[src/rtl/envelope_shaper_if.sv]
// envelope_shaper_if: note controls, sample stream and envelope status for one envelope_shaper
interface envelope_shaper_if #(
  parameter int N = 8,
  parameter int E = 8
);
  logic         sample_en;
  logic         note_on;
  logic         note_off;
  logic [N-1:0] sample_in;
  logic [N-1:0] sample_out;
  logic [E-1:0] env_level;
  logic [2:0]   env_state;
  logic         busy;
  modport master (
    output sample_en, note_on, note_off, sample_in,
    input  sample_out, env_level, env_state, busy
  );
  modport slave (
    input  sample_en, note_on, note_off, sample_in,
    output sample_out, env_level, env_state, busy
  );
endinterface

[src/rtl/envelope_shaper.sv]
// envelope_shaper: ADSR envelope scaling sine magnitude samples; define ENVELOPE_EXP_RELEASE_EN for an exponential-like release
module envelope_shaper #(
  parameter int N             = 8,
  parameter int E             = 8,
  parameter int ATTACK_STEP   = 64,
  parameter int DECAY_STEP    = 16,
  parameter int SUSTAIN_LEVEL = 128,
  parameter int RELEASE_STEP  = 32
) (
  input  logic clk,
  input  logic reset,
  envelope_shaper_if.slave bus
);
  typedef enum logic [2:0] {IDLE = 3'd0, ATTACK = 3'd1, DECAY = 3'd2, SUSTAIN = 3'd3, RELEASE = 3'd4} state_t;
  localparam logic [E:0] ENV_MAX = {1'b0, {E{1'b1}}};
  localparam logic [E:0] A_STEP  = (E+1)'(ATTACK_STEP);
  localparam logic [E:0] D_STEP  = (E+1)'(DECAY_STEP);
  localparam logic [E:0] SUS     = (E+1)'(SUSTAIN_LEVEL);
`ifndef ENVELOPE_EXP_RELEASE_EN
  localparam logic [E:0] R_STEP  = (E+1)'(RELEASE_STEP);
`endif
  state_t         state_q, state_d;
  logic [E-1:0]   level_q, level_d;
  logic [N-1:0]   sample_q, sample_d;
  logic [E:0]     lvl_x, sum, diff_d, diff_r;
  logic [N+E-1:0] prod;
  logic           ev_off;
  // envelope state, level and scaled output sample
  always_ff @(posedge clk or negedge reset)
    if (!reset) begin
      state_q  <= IDLE;
      level_q  <= '0;
      sample_q <= '0;
    end else begin
      state_q  <= state_d;
      level_q  <= level_d;
      sample_q <= sample_d;
    end
  // note events take priority over the per-tick level step; scaling uses the pre-step level
  always_comb begin
    lvl_x  = {1'b0, level_q};
    sum    = lvl_x + A_STEP;
    diff_d = lvl_x - D_STEP;
`ifdef ENVELOPE_EXP_RELEASE_EN
    diff_r = lvl_x - (lvl_x >> 3) - (E+1)'(1);
`else
    diff_r = lvl_x - R_STEP;
`endif
    prod     = (N+E)'(bus.sample_in) * (N+E)'(level_q);
    ev_off   = bus.note_off && (state_q inside {ATTACK, DECAY, SUSTAIN});
    state_d  = state_q;
    level_d  = level_q;
    sample_d = bus.sample_en ? (lvl_x == ENV_MAX ? bus.sample_in : N'(prod >> E)) : sample_q;
    if (bus.note_on) state_d = ATTACK;
    else if (ev_off) state_d = RELEASE;
    else if (bus.sample_en)
      case (state_q)
        ATTACK: begin
          level_d = sum >= ENV_MAX ? ENV_MAX[E-1:0] : sum[E-1:0];
          state_d = sum >= ENV_MAX ? DECAY : ATTACK;
        end
        DECAY: begin
          level_d = (diff_d[E] || diff_d <= SUS) ? SUS[E-1:0] : diff_d[E-1:0];
          state_d = (diff_d[E] || diff_d <= SUS) ? SUSTAIN : DECAY;
        end
        RELEASE: begin
          level_d = (diff_r[E] || diff_r == '0) ? '0 : diff_r[E-1:0];
          state_d = (diff_r[E] || diff_r == '0) ? IDLE : RELEASE;
        end
        default: ;
      endcase
  end
  assign bus.sample_out = sample_q;
  assign bus.env_level  = level_q;
  assign bus.env_state  = state_q;
  assign bus.busy       = state_q != IDLE;
endmodule

[src/flat_wrapper.sv]
// flat-port wrapper written by rule: the top's interface ports become plain ports
module envelope_shaper_flat 
#(
  parameter int N             = 8,
  parameter int E             = 8,
  parameter int ATTACK_STEP   = 64,
  parameter int DECAY_STEP    = 16,
  parameter int SUSTAIN_LEVEL = 128,
  parameter int RELEASE_STEP  = 32
)
  (clk, reset, bus_sample_en, bus_note_on, bus_note_off, bus_sample_in, bus_sample_out, bus_env_level, bus_env_state, bus_busy);
  envelope_shaper_if #(.N(N), .E(E)) bus_i ();
  input  logic clk;
  input  logic reset;
  input wire logic [$bits(bus_i.sample_en)-1:0] bus_sample_en;
  input wire logic [$bits(bus_i.note_on)-1:0] bus_note_on;
  input wire logic [$bits(bus_i.note_off)-1:0] bus_note_off;
  input wire logic [$bits(bus_i.sample_in)-1:0] bus_sample_in;
  output wire logic [$bits(bus_i.sample_out)-1:0] bus_sample_out;
  output wire logic [$bits(bus_i.env_level)-1:0] bus_env_level;
  output wire logic [$bits(bus_i.env_state)-1:0] bus_env_state;
  output wire logic [$bits(bus_i.busy)-1:0] bus_busy;
  assign bus_i.sample_en = bus_sample_en;
  assign bus_i.note_on = bus_note_on;
  assign bus_i.note_off = bus_note_off;
  assign bus_i.sample_in = bus_sample_in;
  assign bus_sample_out = bus_i.sample_out;
  assign bus_env_level = bus_i.env_level;
  assign bus_env_state = bus_i.env_state;
  assign bus_busy = bus_i.busy;
  envelope_shaper #(.N(N), .E(E), .ATTACK_STEP(ATTACK_STEP), .DECAY_STEP(DECAY_STEP), .SUSTAIN_LEVEL(SUSTAIN_LEVEL), .RELEASE_STEP(RELEASE_STEP)) u_core (.clk(clk), .reset(reset), .bus(bus_i));
endmodule
[config.mk]
export PLATFORM = sky130hd
export DESIGN_NAME = envelope_shaper_flat
export DESIGN_NICKNAME = d
export VERILOG_FILES = /design/src/rtl/envelope_shaper_if.sv /design/src/rtl/envelope_shaper.sv /design/src/flat_wrapper.sv
export SDC_FILE = /design/constraint.sdc
export NUM_CORES = 1
export LEC_CHECK = 0
export BUFFER_PORTS_ARGS = -buffer_cell sky130_fd_sc_hd__buf_2
export CORE_ASPECT_RATIO = 0.7
export CORE_MARGIN = 4
export CORE_UTILIZATION = 40
export CTS_CLUSTER_DIAMETER = 50
export DETAILED_ROUTE_END_ITERATION = 16
export PLACE_DENSITY_LB_ADDON = 0.15
export SYNTH_ARGS = -nofsm -noshare
export SYNTH_HDL_FRONTEND = slang
export SYNTH_SLANG_ARGS = --single-unit
[constraint.sdc]
create_clock -name clk -period 4.35 [get_ports clk]
set_input_delay 0.87 -clock clk [delete_from_list [all_inputs] [get_ports clk]]
set_output_delay 0.87 -clock clk [all_outputs]
set_load 0.01 [all_outputs]
==> metrics.md <==
| Metric | Value |
|---|---|
| Global-route track usage on met2 | `0.287` |
| Most common cell in the synthesized netlist | `inv_1` |
| Flip-flop and latch count after synthesis | `16` |
| Met1 track demand over resource | `0.263` |
| Critical Path Sink Type | `register` |
| Time the final worst path needs with I/O delays and setup | `4.25 ns` |
| Starting Density | `0.418` |
| Deepest level of the CTS H-tree | `1` |
| Dominant cells by area after synthesis | `fa_1 (22%), ha_1 (18%), dfrtp_1 (13%)` |
| Cells after synthesis | `369` |
| Horiz. Die Dim | `113 um` |
| Number of top-level pins | `33` |
| Mean number of vias per cell | `5.08` |
| Minimum setup slack among reg-to-reg paths | `0.15 ns` |
| Tightest Pin Transition | `0.549 ns` |
| Pins over their slew limit | `0` |
| Worst slew margin relative to its limit | `0.633` |
| Final net count | `523` |
| Total congestion overflow | `0` |
| Data arrival time of the critical path | `4.45 ns` |
| Latest clock arrival within the worst-skew pair | `0.26 ns` |
| Critical setup path kind | `in2reg` |
| DRC errors left | `0` |
| Largest net degree at the start of global routing | `24` |
| Clock Skew | `0.00169 ns` |
| Synthesized-area fraction occupied by xor and xnor cells | `0.0284` |
| Area Overhead vs Synth | `26.9%` |
| Number of hold-slack violations in the final timing report | `0` |
| Clock-pin slew of the registers on the worst-case setup and hold paths | `0.07 ns` |
| Final Non-Filler Cells | `529` |
| Final setup violation count | `0` |
| Number of enable-type register cells in the synthesized netlist | `0` |
| Number of standard-cell rows in the floorplan | `26` |
| Number of global-route vias before repair | `2660` |
| Compound-gate portion of the synthesized area | `0.146` |
| Total vias in the final route | `2686` |
| Count of maximum capacitance violations | `0` |
| Number of buffers added to fix hold violations after cts | `0` |
| Diode count | `0` |
| Hpwl dp | `6440 um` |
| CTS tree | `done` |
| Proportion of layout cells with a drive suffix above 1 | `0.278` |
| Core region area | `7380 um^2` |
| Final Routed Wirelength | `8030 um` |
| Outcome | `complete, no violations` |
| Adder-cell share of the synthesized area | `0.399` |
| Drt wl/cell | `15.2 um` |
| Overall Global Routing Usage | `0.177` |
| Iteration-0 DRC Markers | `135` |
| Routability congestion estimate from global placement | `0.816` |
| Layer with the highest usage | `met2` |
| Portion of the clock cycle consumed by the worst path in the final layout | `0.977` |
| Die boundary height | `81.5 um` |
| Detailed-router iteration count before antenna repair | `4` |
| Cts bufs inserted | `3` |
| Worst Hold Class | `in2async` |
| Antenna-violating nets left | `0` |
| Clock net sink count | `16` |
| Synth area leader | `fa_1` |
| Req. time, crit path | `4.54 ns` |
| Mapped Avg Cell Area | `8.36 um^2` |
| Synth Net Count | `460` |
| Commonest cells post-synth | `inv_1 (66), ha_1 (44), nand2_1 (41)` |
| Buffer levels on the longest clock path | `2` |
| Syn Std Cell Area | `3080 um^2` |
| Die area | `9200 um^2` |
| Highest Clock Rate | `235 MHz` |
| Distinct cell type count after synthesis | `49` |
| GR Layer Usage met3 | `0.0228` |
| Share of synthesized area spent on multiplexers | `0.00974` |
| Largest family of logic cells by synthesized area | `adder cells` |
| Crit path launch type | `primary input` |
| Ys async rst share | `1.00` |
| Placed Cells | `522` |
| Sequential element share of the synthesized area | `0.130` |
| Antenna violations before repair | `0` |
| Clock root buffer master | `clkbuf_8` |
| Unrepaired setup endpoints after global routing | `true` |
| Fraction of synthesized cell area taken by the top area cell type | `0.221` |
| Predominant post-synthesis flop cell | `dfrtp_1` |
| Global-route wire length before repair | `13100 um` |
| Yosys warning count | `0` |
| Area fraction in and, or, nand and nor cells after synthesis | `0.181` |
| Port-buffer cells | `32` |
| Worst-path maximum fanout | `4` |
[worst max-delay path, cell delays in order]
cell and delay, ns:
buf_6 0.11, nand2_4 0.07, inv_4 0.04, buf_4 0.12
fa_1 0.49, fa_1 0.43, fa_1 0.51, inv_2 0.04
fa_1 0.56, inv_2 0.05, ha_4 0.29, a21oi_2 0.06
o21ai_2 0.18, nor2_2 0.08, or4_1 0.47, nand3_1 0.08
[registers in the layout, indices dropped and copies added, names as in the netlist]
name                   flops
u_core.bus.env_level       5
u_core.bus.sample_out      8
u_core.bus.env_state       3
[metal layers]
layer  vias up  wire (um)  share of wire
met5         -          0              0
met4         0         67         0.0083
met3         8        350          0.044
met2        59       3590           0.45
met1      1290       4030           0.50
li1       1329          -              -
[what timing repair did]
item | 4_1_cts | 5_1_grt
pin swaps | 18 | 31
endpoints found under the setup margin | 3 | 8
buffers inserted | 2 | 1
resized for setup | 9 | 38
[per-stage QoR]
stage	util	worst slack, ns	TNS [ns]	hold WS (ns)	area (um^2)
after floorplan	-	0.0111	0	0.543	3120
after global placement	0.488	-0.307	-1.78	0.504	3610
after detailed placement	0.488	-0.363	-2.17	0.515	3610
after CTS	0.502	0.000551	0	0.533	3710
after global routing	0.530	-0.0143	-0.0200	0.544	3910
final	0.530	0.0987	0	0.526	3910
[cells in the final DEF (no fill, tap or decap), types with 3 or more instances in the layout]
master / synthesis / layout
a21oi_1: 25 / 22
a21oi_2: 1 / 3
a31oi_1: 5 / 4
and2_1: 24 / 17
and2_4: 0 / 7
buf_2: 2 / 27
buf_4: 5 / 41
clkbuf_8: 0 / 4
dfrtp_1: 16 / 16
fa_1: 34 / 34
ha_1: 44 / 36
ha_4: 0 / 7
inv_1: 66 / 62
inv_2: 0 / 3
mux2i_1: 3 / 3
nand2_1: 41 / 37
nand2b_1: 4 / 3
nand3_1: 8 / 8
nor2_1: 16 / 14
nor2_2: 1 / 3
nor2b_1: 3 / 3
o21ai_0: 16 / 16
o21ai_1: 4 / 4
xnor2_1: 4 / 4
xor2_1: 6 / 6
[worst paths after layout]
path | startpoint | to | cells after the start
min reg2reg | u_core.bus.sample_out[7] | u_core.bus.sample_out[7] | 2
max reg2reg | u_core.bus.env_level[2] | u_core.bus.sample_out[5] | 14
min | reset | u_core.bus.sample_out[1] | 1
max in group asynchronous | reset | u_core.bus.env_state[2] | 1
min in group clk | u_core.bus.sample_out[7] | u_core.bus.sample_out[7] | 2
max | bus_sample_in[5] | u_core.bus.sample_out[5] | 16
[cells by family (layout without fill, tap and decap cells)]
| group | after synthesis | after routing |
|---|---|---|
| simple gates | 109 | 109 |
| buf+inv | 81 | 143 |
| fa+ha+maj | 78 | 78 |
| compound gates | 72 | 72 |
| flops | 16 | 16 |
| xor+xnor | 10 | 10 |
| mux | 3 | 3 |
[layout make-up]
class | instances | area [um^2]
well taps | 98 | 123
fillers | 716 | 3470
inverters | 66 | 250
clock buffers | 4 | 55.1
multi-input cells | 272 | 2580
flip-flops and latches | 16 | 400
repair buffers | 73 | 508
Power is not shown: default switching activity piles up to over one toggle a cycle in this logic, so the estimate is an artifact.
